<file path="config.mk">
export PLATFORM = sky130hd
export DESIGN_NAME = line_mem_ctrl
export DESIGN_NICKNAME = d
export VERILOG_FILES = /design/src/rtl/line_mem_ctrl.sv
export SDC_FILE = /design/constraint.sdc
export NUM_CORES = 1
export LEC_CHECK = 0
export ABC_AREA = 0
export ABC_CLOCK_PERIOD_IN_PS = 1200
export CORE_MARGIN = 4
export CORE_UTILIZATION = 54
export DETAILED_ROUTE_END_ITERATION = 8
export DONT_BUFFER_PORTS = 1
export GPL_TIMING_DRIVEN = 0
export MAX_ROUTING_LAYER = met4
export PLACE_DENSITY = 0.72
export SETUP_SLACK_MARGIN = 0.2
export SYNTH_ARGS = -nofsm -noshare
export SYNTH_HDL_FRONTEND = slang
export SYNTH_SLANG_ARGS = --single-unit
</file>
<file path="constraint.sdc">
create_clock -name clk -period 1.2 [get_ports clk]
set_input_delay 0.24 -clock clk [delete_from_list [all_inputs] [get_ports clk]]
set_output_delay 0.24 -clock clk [all_outputs]
set_load 0.1 [all_outputs]
</file>
<file path="src/rtl/line_mem_ctrl.sv">
// Write/read sequencer for the 10-word line memory ahead of the first convolution stage.
// Optional chip-port readback scanner is enabled by defining LMC_READBACK_EN.
module line_mem_ctrl #(
    parameter int DW         = 16,
    parameter int MEM_SIZE   = 10,
    parameter int MEM_ADDR   = 4,
    parameter int LINE_CNT_W = 8
) (
    input  logic                  clk,
    input  logic                  reset,
    input  logic                  s_valid,
    output logic                  s_ready,
    input  logic [DW-1:0]         s_data,
    output logic [DW-1:0]         mem_data_in,
    output logic [MEM_ADDR-1:0]   mem_in_add,
    output logic                  mem_wr_en,
    output logic                  mem_rd_en,
    output logic                  line_valid,
    input  logic                  line_ack,
    output logic [LINE_CNT_W-1:0] line_cnt,
    input  logic                  rb_start,
    output logic                  rb_busy,
    output logic [MEM_ADDR-1:0]   chip_add,
    output logic                  chiprd_en,
    input  logic [DW-1:0]         mem_chip_data,
    output logic                  rb_valid,
    output logic [DW-1:0]         rb_data
);

    localparam logic [MEM_ADDR-1:0] LAST_ADDR = MEM_ADDR'(MEM_SIZE - 1);

    typedef enum logic [0:0] {
        FILL = 1'b0,
        FULL = 1'b1
    } state_t;

    state_t                  state;
    state_t                  state_nxt;
    logic [MEM_ADDR-1:0]     wr_ptr;
    logic [MEM_ADDR-1:0]     wr_ptr_nxt;
    logic [LINE_CNT_W-1:0]   line_cnt_nxt;
    logic                    accept;

    always_ff @(posedge clk) begin
        if (!reset) begin
            state    <= FILL;
            wr_ptr   <= '0;
            line_cnt <= '0;
        end else begin
            state    <= state_nxt;
            wr_ptr   <= wr_ptr_nxt;
            line_cnt <= line_cnt_nxt;
        end
    end

    // Write and parallel-read enables are decoded from exclusive states, so they can never overlap.
    always_comb begin
        state_nxt    = state;
        wr_ptr_nxt   = wr_ptr;
        line_cnt_nxt = line_cnt;
        s_ready      = 1'b0;
        mem_wr_en    = 1'b0;
        mem_rd_en    = 1'b0;
        line_valid   = 1'b0;
        accept       = 1'b0;
        case (state)
            FILL: begin
                s_ready   = 1'b1;
                mem_wr_en = s_valid;
                accept    = s_valid;
                if (accept) begin
                    if (wr_ptr == LAST_ADDR) begin
                        wr_ptr_nxt = '0;
                        state_nxt  = FULL;
                    end else begin
                        wr_ptr_nxt = wr_ptr + MEM_ADDR'(1);
                    end
                end
            end
            FULL: begin
                mem_rd_en  = 1'b1;
                line_valid = 1'b1;
                if (line_ack) begin
                    state_nxt    = FILL;
                    line_cnt_nxt = line_cnt + LINE_CNT_W'(1);
                end
            end
            default: state_nxt = FILL;
        endcase
    end

    assign mem_in_add  = wr_ptr;
    assign mem_data_in = s_data;

`ifdef LMC_READBACK_EN
    logic                rb_busy_q;
    logic [MEM_ADDR-1:0] chip_add_q;
    logic                vld_p1;
    logic [DW-1:0]       rb_data_p1;

    // Stage p0: address issue on the chip port; stage p1: captured read word.
    always_ff @(posedge clk) begin
        if (!reset) begin
            rb_busy_q  <= 1'b0;
            chip_add_q <= '0;
            vld_p1     <= 1'b0;
            rb_data_p1 <= '0;
        end else begin
            vld_p1 <= rb_busy_q;
            if (rb_busy_q) begin
                rb_data_p1 <= mem_chip_data;
                if (chip_add_q == LAST_ADDR) begin
                    rb_busy_q  <= 1'b0;
                    chip_add_q <= '0;
                end else begin
                    chip_add_q <= chip_add_q + MEM_ADDR'(1);
                end
            end else if (rb_start) begin
                rb_busy_q  <= 1'b1;
                chip_add_q <= '0;
            end
        end
    end

    assign rb_busy   = rb_busy_q;
    assign chiprd_en = rb_busy_q;
    assign chip_add  = chip_add_q;
    assign rb_valid  = vld_p1;
    assign rb_data   = rb_data_p1;
`else
    logic unused_rb;
    assign unused_rb = &{1'b0, rb_start, mem_chip_data};

    assign rb_busy   = 1'b0;
    assign chiprd_en = 1'b0;
    assign chip_add  = '0;
    assign rb_valid  = 1'b0;
    assign rb_data   = '0;
`endif

endmodule

</file>
Word level (Yosys, flattened, before mapping)
Index checks and enable logic that the tools add are counted.

storage, ports and cells
  register bits = 13
  bits in latches = 0
  RAM bits = 0
  memory bits (read-only) = 0
  output and inout bits = 55
  memories = 0

operators by class
  add/sub/neg operators = 2
  multipliers = 0
  divide/modulo/power cells = 0
  $lt $le $gt $ge = 0
  equal/unequal tests = 1
  shift operators = 0
  muxes and demuxes = 8
  bitwise operators = 1
  reductions and logical operators = 2

operators by type and width
  cell                                          number
  adder 8 x 1 -> 8 bit (second input constant)  1
  2-to-1 mux 1 bit                              6
  adder 4 x 1 -> 4 bit (second input constant)  1
  == test 4 bit (second input constant)         1
  2-to-1 mux 4 bit                              1
  AND reduction 2 bit                           2
  one-hot mux 1 bit (2 select lines)            1
  NOT 1 bit                                     1

Depth between registers and ports, before layout
Gate-level depths: netlist of the first run.

  depth after elaboration = 4
  mapped depth = 4

Worst setup path before layout of the first run
No wires, ideal clock.

  kind = register to register
  start point = reg state
  end point = reg wr_ptr[0], in the netlist mem_in_add[0]
  arrival = 2629 ps
  required time = 1072 ps
  slack = -1557 ps
  stages on the path, launching flop included = 5
  buffers on the path = 1
  cell sequence = dfxtp_1 buf_4 nor2b_1 xnor2_1 nor2_1

between the ends
  cells in the longest elaborated chain, start to end = 2

RTL lines
  what                           line  RTL
  start, declared                37    state_t state;
  start signal, assigned         50    state <= state_nxt;
  NOT 1 bit                      -
  AND reduction 2 bit (no line)  -
  end signal, assigned           51    wr_ptr <= wr_ptr_nxt;
  end, declared                  39    logic [MEM_ADDR-1:0] wr_ptr;

Every way passes these cells.
A chain may end at the register's enable or synchronous reset.

Final worst setup path of the first run
  start point = reg state
  end point = out mem_wr_en

between the ends
  cells in the longest elaborated chain, start to end = 1

RTL lines
  what              line  RTL
  2-to-1 mux 1 bit  66    case (state)
  end, declared     16    output logic mem_wr_en,

Every way passes these cells.

==> out/metrics.csv, run 1 <==
stage;metric;value;unit
run_status;status;finished, violations left;
run_status;failing checks;negative setup slack;
floorplan;DIE AREA;2370;µm²
timing;worst-margin pin slew;0.642;ns
floorplan;Initial Util;0.581;
synth;synth top area cells;buf_4, dfxtp_1, a21oi_1;
synth;ys flop type;dfxtp_1;
synth;Netlist cell types;27;
worst_setup_path;Critical Path Slowest Stage Cell;nor2b_4;
clocking;clock-pin slew on the worst setup and hold paths;0.08;ns
clocking;H-Tree Depth;1;
route;DR iter-0 viols;29;
cells_and_area;share of layout cells above drive strength 1;0.518;
synth;Yosys top cell area share;0.344;
timing;Final Setup Violations;16;
clocking;CTS sink cnt;13;
timing;RSZ-0062 raised after global routing;true;
worst_setup_path;crit-path max FO;3;
route;Post-DRT Antenna Nets;0;
clocking;CTS tree;built;
worst_setup_path;crit path cell chain;buf_8, nor2b_4;
clocking;clk root buf;clkbuf_4;
timing;Final WS setup;-0.480;ns
worst_setup_path;critical path arrival;1.44;ns
floorplan;Core Footprint;1540;µm²
route;WL met3;332;µm
clocking;Skew-Pair Late Insertion Delay;0.28;ns
route;routed wl met2;866;µm
route;Detailed Route WL;1910;µm
worst_hold_path;min-delay worst type;in -> reg;
placed_design;Cell Area, Placed;1090;µm²
timing;Fin. Hold Viols;0;
synth;number of synthesized flops with an enable pin;0;
synth;Cells after Synth;108;
floorplan;Die H;48.7;µm
timing;fin crit period;1.68;ns
global_route;largest net degree at the start of global routing;11;
synth;ys async rst share;0;
global_route;total track usage;0.150;
route;first-pass iteration count of the detailed router;6;
timing;Slew Limit Fails;0;
timing;f_max;0.595;GHz
route;via count;759;
timing;Final Cycle Share;1.40;
synth;Synth Area in Compound Gates;0.0964;
floorplan;die width;48.7;µm
placed_design;gpl congestion;0.679;
worst_setup_path;Worst EP required;0.96;ns
synth;Synth Area in XOR/XNOR;0.0391;
synth;Synth Area in Simple Gates;0.191;
worst_setup_path;Buffers & Inverters on Critical Path;1;
synth;Post-Synth Adder-Cell Area;0.0140;
worst_setup_path;startpoint types;register;
worst_setup_path;CP Capture Type;output port;
timing;Rel. slew slack;0.571;
route;via/cell ratio;4.96;
global_route;grt ovf;0;
power;leakage power;0.537;nW
synth;flop and latch count out of synthesis;13;
synth;sequential-to-total area share from yosys stat;0.291;
synth;mapped cell area;896;µm²
cells_and_area;# diodes;0;
power;power per cell area;1220;nW/µm²
cells_and_area;# nets final;176;
synth;YS warnings;0;
timing;Final Skew;0.00473;ns
power;Peak VDD IR;0.000754;V
placed_design;IO Port Bufs;0;
placed_design;DP HPWL;1480;µm
route;M1 WL;688;µm
route;Max Used Layer;met4;
worst_setup_path;delay-heaviest family, CP;simple AND/OR/NAND/NOR gates;
synth;main combinational cell family by area after synthesis;buffers and inverters;
synth;post-synthesis mux area share;0;
global_route;global-route wire length before repair;2820;µm
cells_and_area;fin area;1160;µm²
floorplan;Site Rows;14;
synth;Syn Area/Cell;8.29;µm²
worst_setup_path;max incr delay on CP;0.52;ns
cells_and_area;Finished Core Util;0.756;
route;WL per Instance;12.5;µm
synth;cell taking the most area after synthesis;buf_4;
global_route;initial antenna violation count;0;
clocking;Num CTS Buffers;3;
job;max-cap violations;0;
clocking;CTS Buffer Depth;2;
cells_and_area;Area Growth Syn to Fin;30.0;%
global_route;number of global-route vias before repair;660;
worst_setup_path;critical path type;reg -> out;
route;# DRC;0;
floorplan;io pins;92;
==> worst paths after layout <==
| check | from | to | slack [ns] | cells after the start |
|---|---|---|---|---|
| worst min register to register | line_cnt[7] | line_cnt[7] | 0.66 | 2 |
| worst max register to register | state | mem_in_add[1] | -0.44 | 5 |
| worst max-delay path | state | mem_wr_en | -0.48 | 2 |
| worst min-delay path | reset | state | 0.07 | 1 |
==> power by group <==
part | total [mW] | internal, mW | switching (mW)
clock | 0.278 | 0.129 | 0.149
sequential | 0.472 | 0.413 | 0.0582
combinational | 0.674 | 0.102 | 0.572
==> kinds of logic after synthesis <==
| kind of cell | count (synthesis) |
|---|---|
| XOR/XNOR | 4 |
| buffers and inverters | 46 |
| AND/OR/NAND/NOR | 28 |
| AO/OA/AOI/OAI | 15 |
| adder cells (fa/ha/maj) | 1 |
| flip-flops | 13 |
| other | 1 |
==> synth_stat cells, drive strengths merged, types with 3 or more instances <==
master   n
o21ai    3
nand3    3
buf     41
nor2     5
a21oi    8
or3      4
dfxtp   13
nand2    4
nand4    3
inv      4
==> what timing repair did <==
item / CTS / global route
gates resized for setup: 4 / 4
endpoints found under the setup margin: 29 / 29
setup buffers: 1 / 2
pin swaps: 3 / 1
hold buffers: 0 / 0
==> cell usage in the layout, fill, tap and decap left out, types with 3 or more instances in the layout <==
| master | synthesis | routed |
|---|---|---|
| conb_1 | 1 | 23 |
| buf_4 | 41 | 43 |
| inv_1 | 4 | 3 |
| a21oi_1 | 8 | 6 |
| clkbuf_4 | 0 | 3 |
| or3_1 | 3 | 3 |
| nand2_1 | 4 | 4 |
| dfxtp_4 | 0 | 13 |
| nor2_1 | 5 | 4 |
==> state kept, by name, indices dropped and copies added, names as in the netlist <==
| signal | cells |
|---|---|
| state | 1 |
| mem_in_add | 4 |
| line_cnt | 8 |
==> layer usage <==
| layer | vias up | GRT usage |
|---|---|---|
| li1 | 363 | - |
| met1 | 316 | 0.171 |
| met2 | 76 | 0.226 |
| met3 | 4 | 0.0552 |
| met4 | 0 | 0.0852 |
| met5 | - | - |
==> layout make-up <==
class | count | area, µm²
sequential | 13 | 309
timing repair buffer | 3 | 22.5
tap | 16 | 20.0
clock buffer | 4 | 26.3
buffer | 42 | 319
inverter | 4 | 18.8
fill | 113 | 377
multi-input combinational | 71 | 449
==> through the flow <==
step / power, mW / instances / worst slack (ns) / setup TNS, ns / hold WS (ns)
after global routing: 1.46 / 153 / -0.514 / -6.01 / 0.0660
final: 1.42 / 153 / -0.480 / -5.06 / 0.0653
after detailed placement: 1.15 / 146 / -0.373 / -2.75 / 0.361
after global placement: 1.15 / 146 / -0.354 / -2.60 / 0.359
after CTS: 1.42 / 151 / -0.484 / -4.93 / 0.0646
after floorplan: 1.14 / 130 / -0.310 / -2.06 / 0.357
No activity file was read; power rests on OpenSTA's default activity.
==> run 2: changes to the inputs <==
--- a/config.mk
+++ b/config.mk
@@ -11,6 +11,7 @@
 export CORE_UTILIZATION = 54
 export DETAILED_ROUTE_END_ITERATION = 8
 export DONT_BUFFER_PORTS = 1
+export GPL_ROUTABILITY_DRIVEN = 0
 export GPL_TIMING_DRIVEN = 0
 export MAX_ROUTING_LAYER = met4
 export PLACE_DENSITY = 0.72
==> results of run 2 <==
The final DEF is identical to that of run 1; final timing and power are the same.
==> run 3: changes to the inputs <==
--- a/config.mk
+++ b/config.mk
@@ -9,6 +9,7 @@
 export ABC_CLOCK_PERIOD_IN_PS = 1200
 export CORE_MARGIN = 4
 export CORE_UTILIZATION = 54
+export CTS_CLUSTER_SIZE = 12
 export DETAILED_ROUTE_END_ITERATION = 8
 export DONT_BUFFER_PORTS = 1
 export GPL_ROUTABILITY_DRIVEN = 0
@@ -16,6 +17,7 @@
 export MAX_ROUTING_LAYER = met4
 export PLACE_DENSITY = 0.72
 export SETUP_SLACK_MARGIN = 0.2
+export SKIP_CTS_REPAIR_TIMING = 1
 export SYNTH_ARGS = -nofsm -noshare
 export SYNTH_HDL_FRONTEND = slang
 export SYNTH_SLANG_ARGS = --single-unit
==> run 3 against run 2 <==
Net effect: the run still ends with negative setup slack left; clock power decreased by 6%; flip-flop and latch count did not move; global-route usage decreased by 0.26 points; worst setup slack hardly changed; sequential share of layout area fell by 0.67 points; worst hold slack better by 0.013 ns; critical endpoint unchanged; largest power group unchanged; highest routed layer unchanged.
==> out/metrics.csv, run 3 (synthesis gave the netlist of run 1 again) <==
stage;metric;value;unit
timing;Fin. Hold Viols;0;
clocking;clock-pin slew on the worst setup and hold paths;0.08;ns
placed_design;pre-CTS WS;-0.373;ns
worst_setup_path;delay-heaviest family, CP;simple AND/OR/NAND/NOR gates;
worst_setup_path;critical path type;reg -> out;
worst_setup_path;CP Capture Type;output port;
clocking;clk root buf;clkbuf_4;
clocking;CTS sink cnt;13;
cells_and_area;commonest cells after routing, fill and taps aside;buf_4, conb_1, dfxtp_4;
power;power per cell area;1170;nW/µm²
cells_and_area;most common cell after layout, fill and taps aside;buf_4;
route;# DRC;0;
placed_design;DP HPWL;1480;µm
floorplan;io pins;92;
route;first-pass iteration count of the detailed router;7;
placed_design;Cell Area, Placed;1090;µm²
worst_setup_path;Worst EP required;0.96;ns
timing;Final WS setup;-0.480;ns
timing;Slew Limit Fails;0;
clocking;Num CTS Buffers;3;
route;Post-DRT Antenna Nets;0;
run_status;failing checks;negative setup slack;
timing;Rel. slew slack;0.571;
timing;RSZ-0062 raised after global routing;true;
placed_design;IO Port Bufs;0;
global_route;total track usage;0.148;
cells_and_area;max reg flops;8;
global_route;global-route wire length before repair;2770;µm
worst_setup_path;crit-path max FO;7;
timing;setup_tns;-4.48;ns
route;WL per Instance;12.6;µm
clocking;H-Tree Depth;1;
power;Peak VDD IR;0.000770;V
timing;Final Skew;0.00200;ns
timing;f_max;0.595;GHz
floorplan;die width;48.7;µm
global_route;number of global-route vias before repair;653;
floorplan;Die H;48.7;µm
route;Detailed Route WL;1930;µm
timing;worst-margin pin slew;0.643;ns
worst_setup_path;Critical Path Slowest Stage Cell;nor2b_4;
cells_and_area;share of layout cells above drive strength 1;0.547;
floorplan;DIE AREA;2370;µm²
worst_setup_path;critical path arrival;1.44;ns
clocking;CTS tree;built;
worst_hold_path;min-delay worst type;in -> reg;
timing;Final Setup Violations;14;
floorplan;Initial Util;0.581;
worst_setup_path;startpoint types;register;
cells_and_area;Largest Register;line_cnt;
cells_and_area;Area Growth Syn to Fin;33.4;%
floorplan;Site Rows;14;
cells_and_area;# nets final;176;
clocking;CTS Buffer Depth;2;
route;via count;740;
clocking;Skew-Pair Late Insertion Delay;0.27;ns
route;via/cell ratio;4.84;
global_route;grt ovf;0;
worst_setup_path;crit path cell chain;buf_12, nor2b_4;
run_status;status;finished, violations left;
floorplan;Core Footprint;1540;µm²
power;leakage power;0.546;nW
job;max-cap violations;0;
worst_setup_path;max incr delay on CP;0.52;ns
cells_and_area;fin area;1190;µm²
route;DR iter-0 viols;6;
cells_and_area;# diodes;0;
global_route;initial antenna violation count;0;
timing;Final Cycle Share;1.40;
worst_setup_path;Buffers & Inverters on Critical Path;1;
timing;fin crit period;1.68;ns
global_route;largest net degree at the start of global routing;11;
==> run 3: cell types whose count changed in the layout (fill, tap and decap cells not counted) <==
cell | before | now
a21oi_1 | 6 | 4
a21oi_2 | 2 | 4
buf_12 | 0 | 1
buf_8 | 1 | 0
nand2_1 | 4 | 3
nand2_2 | 0 | 1
nand3_2 | 1 | 0
nand3_4 | 0 | 1
o21ai_0 | 2 | 3
o21ai_1 | 1 | 0
xnor2_1 | 2 | 1
xnor2_2 | 0 | 1
==> run 3: power breakdown <==
group | internal [mW] | switching (mW)
sequential | 0.413 | 0.0584
combinational | 0.0998 | 0.572
clock | 0.129 | 0.132
==> run 3: per-layer routing <==
metal,global-route usage,up-vias,wire [µm]
li1,-,362,-
met4,0.0852,0,19
met1,0.165,314,752
met2,0.224,62,865
met3,0.0552,2,297
met5,-,-,0
==> run 3: cell type report <==
class                           instances  area, µm²
Multi-Input combinational cell         71        474
Fill cell                             109        347
Buffer                                 42        324
Sequential cell                        13        309
Clock buffer                            4       26.3
Timing Repair Buffer                    3       22.5
Tap cell                               16       20.0
Inverter                                4       18.8
==> run 3: path summary, 6_finish.rpt <==
path	startpoint	endpoint	slack, ns	cells past startpoint
setup / recovery	state	mem_wr_en	-0.48	2
hold / removal	reset	state	0.08	1
setup reg to reg	state	line_cnt[7]	-0.40	5
hold reg to reg	line_cnt[1]	line_cnt[1]	0.66	2
==> run 3: through the flow <==
stage                util  hold WS (ns)  std cells  power, mW
CTS                 0.725        0.0645        150       1.42
global route        0.775        0.0711        153       1.45
global placement    0.708         0.359        146       1.15
floorplan               -         0.357        130       1.14
finish              0.775        0.0781        153       1.40
detailed placement  0.708         0.361        146       1.15
==> edit, RTL diff (settings of run 1) <==
Add a define of `LMC_READBACK_EN`.
--- a/src/rtl/line_mem_ctrl.sv
+++ b/src/rtl/line_mem_ctrl.sv
@@ -2,2 +2,4 @@
 // Optional chip-port readback scanner is enabled by defining LMC_READBACK_EN.
+`define LMC_READBACK_EN
+
 module line_mem_ctrl #(
Behaviour: not the same (Yosys sat finds a counterexample within 4 cycles, from zero or initial values and one cycle with reset low).
==> edit against run 1 <==
  * The flow still finishes with violations (setup timing)
  * Worst setup slack worse by 80 ps
  * Synthesized area up 75%
  * Sequential power rose to 3.3 times the old value
  * Wire length increased by 100%
  * Non-clock buffer count shrank 2
  * Via count up 69%
  * Final area up 93%
  * Sequential cell count rose by 22
  * Power grew 110%
  * Fmax is 4.6% lower
  * Synthesized cell count grew 56%
  * Critical path type unchanged
==> edit: results (changes against run 1) <==
Min-Delay Path Class in -> reg; hold_buf cts 1 (+1); Area contributors post-synth dfxtp_1 (45%), mux2i_1 (10%), buf_4 (9.1%); Worst Path Max Fanout 5 (+2); reg-to-reg endpoint line_cnt[7]; share of layout cells above drive strength 1 53.61% (+1.8 points); routability cong. 0.7284 (+7.3%); CTS clock-pin slew for the worst setup and hold paths 110 ps (+30 ps); Yosys cell types 32 (+19%); top post-synthesis cells by count dfxtp_1 (35), nor2_1 (23), buf_4 (19); initial antenna violation count 0 (unchanged); Post-route DRC 0 (unchanged); final net count 233 (+32%); All-Layer GR Usage 21.21% (+6.2 points); DPL Wire Length 2696 um (+82%); Seq/Total Area, Yosys 44.73% (+16 points); DR pass1 iterations 4 (-2); failing checks setup timing; largest net degree at the start of global routing 13 (+2); Worst Slack Setup Final -560.4 ps (-80.12 ps); Reg2Reg Setup Slack -530 ps (-90 ps); number of filler cells placed in the layout 162 (+43%); clk_lat worst skew 340 ps (+60 ps); placed cell area 1797 um^2 (+65%); max reg flops 16 (+8); Slew @ Worst Pin 650.1 ps (+8.056 ps); Detailed Route Iter0 Violations 58 (+100%); H-Tree Depth 2 (+1); HP Start mem_chip_data[15]; Layout Skew 4.288 ps (-0.4462 ps); number of global-route vias before repair 1324 (+100%); PostCTS Resize Cnt 28 (+24); status finished, violations left; clock root buffer clkbuf_4; Setup crit end mem_wr_en; routed len/inst 17.37 um (+39%); Max IR drop VDD 1402 uV (+86%); Post-Synthesis Net Count 208; async set-reset flop share out of synthesis 0% (unchanged); Syn. warnings 0 (unchanged); Worst EP arrival 1520 ps (+80 ps); hold path depth 2 (+1); r2r worst-path depth 6 (+1); Critical R2R Launch state; setup TNS -9230 ps (-4171 ps); Post-CTS Setup Inserts 6 (+5); Ant. Diodes 0 (unchanged); startpoint types flop; final number of setup-violating endpoints 39 (+23); PortBufs 0 (unchanged); Hold Crit Endpoint rb_data[15]; post-DR vias/cell 5.689 (+15%); leakage power 0.8810 nW (+64%); first-pass GRT wire length 5699 um (+100%); TritonCTS Buffers 5 (+2)
[edit: cell types whose count changed after synthesis, moves of 3 or more]
cell,delta
nor2b_1,+3
nor2_1,+18
clkbuf_1,+3
nand3b_1,+3
buf_4,-22
dfxtp_1,+22
mux2i_1,+16
[edit: logic make-up (layout without fill, tap and decap cells)]
family                   Yosys count  after routing  synth area share [%]
adder cells (fa/ha/maj)            3              3                 2.396
AO/OA/AOI/OAI                     21             21                 7.987
flip-flops                        35             35                 44.73
XOR/XNOR                           4              4                 2.237
buffers and inverters             31             57                 12.14
multiplexers                      16             16                 10.22
AND/OR/NAND/NOR                   58             58                 20.29
[edit: power by group]
part	switching (mW)	total [mW]	internal [mW]
combinational	0.356	0.555	0.199
sequential	0.379	1.55	1.17
clock	0.415	0.897	0.483
[edit: layout make-up]
cell class / instances / area (um^2) / share of cell area, %
Sequential cell: 35 / 832.0 / 36.92
Buffer: 25 / 234.0 / 10.38
Multi-Input combinational cell: 102 / 803.3 / 35.65
Timing Repair Buffer: 18 / 225.2 / 9.994
Inverter: 6 / 26.28 / 1.166
Clock buffer: 7 / 87.58 / 3.887
Clock inverter: 1 / 6.256 / 0.2776
Tap cell: 31 / 38.79 / 1.721
[edit: layer usage]
layer	routed length, um	global-route usage [%]	vias to the layer above
met3	408	9.298	9
li1	-	-	609
met1	1443	22.78	581
met5	0	-	-
met2	1965	34.38	81
met4	91	8.182	0
[edit: metrics by stage]
stage	hold slack, ps	instances	setup WS, ps
floorplan	356.8	168	-309.6
global placement	358.7	199	-358.6
detailed placement	361.4	199	-364.8
CTS	8.712	217	-567.9
global route	30.58	225	-599.7
finish	45.07	225	-560.4
[edit: worst max-delay path, cell delays in order (launching register included)]
cell	delay [ps]
dfxtp_4	470
buf_8	180
nor2b_4	530
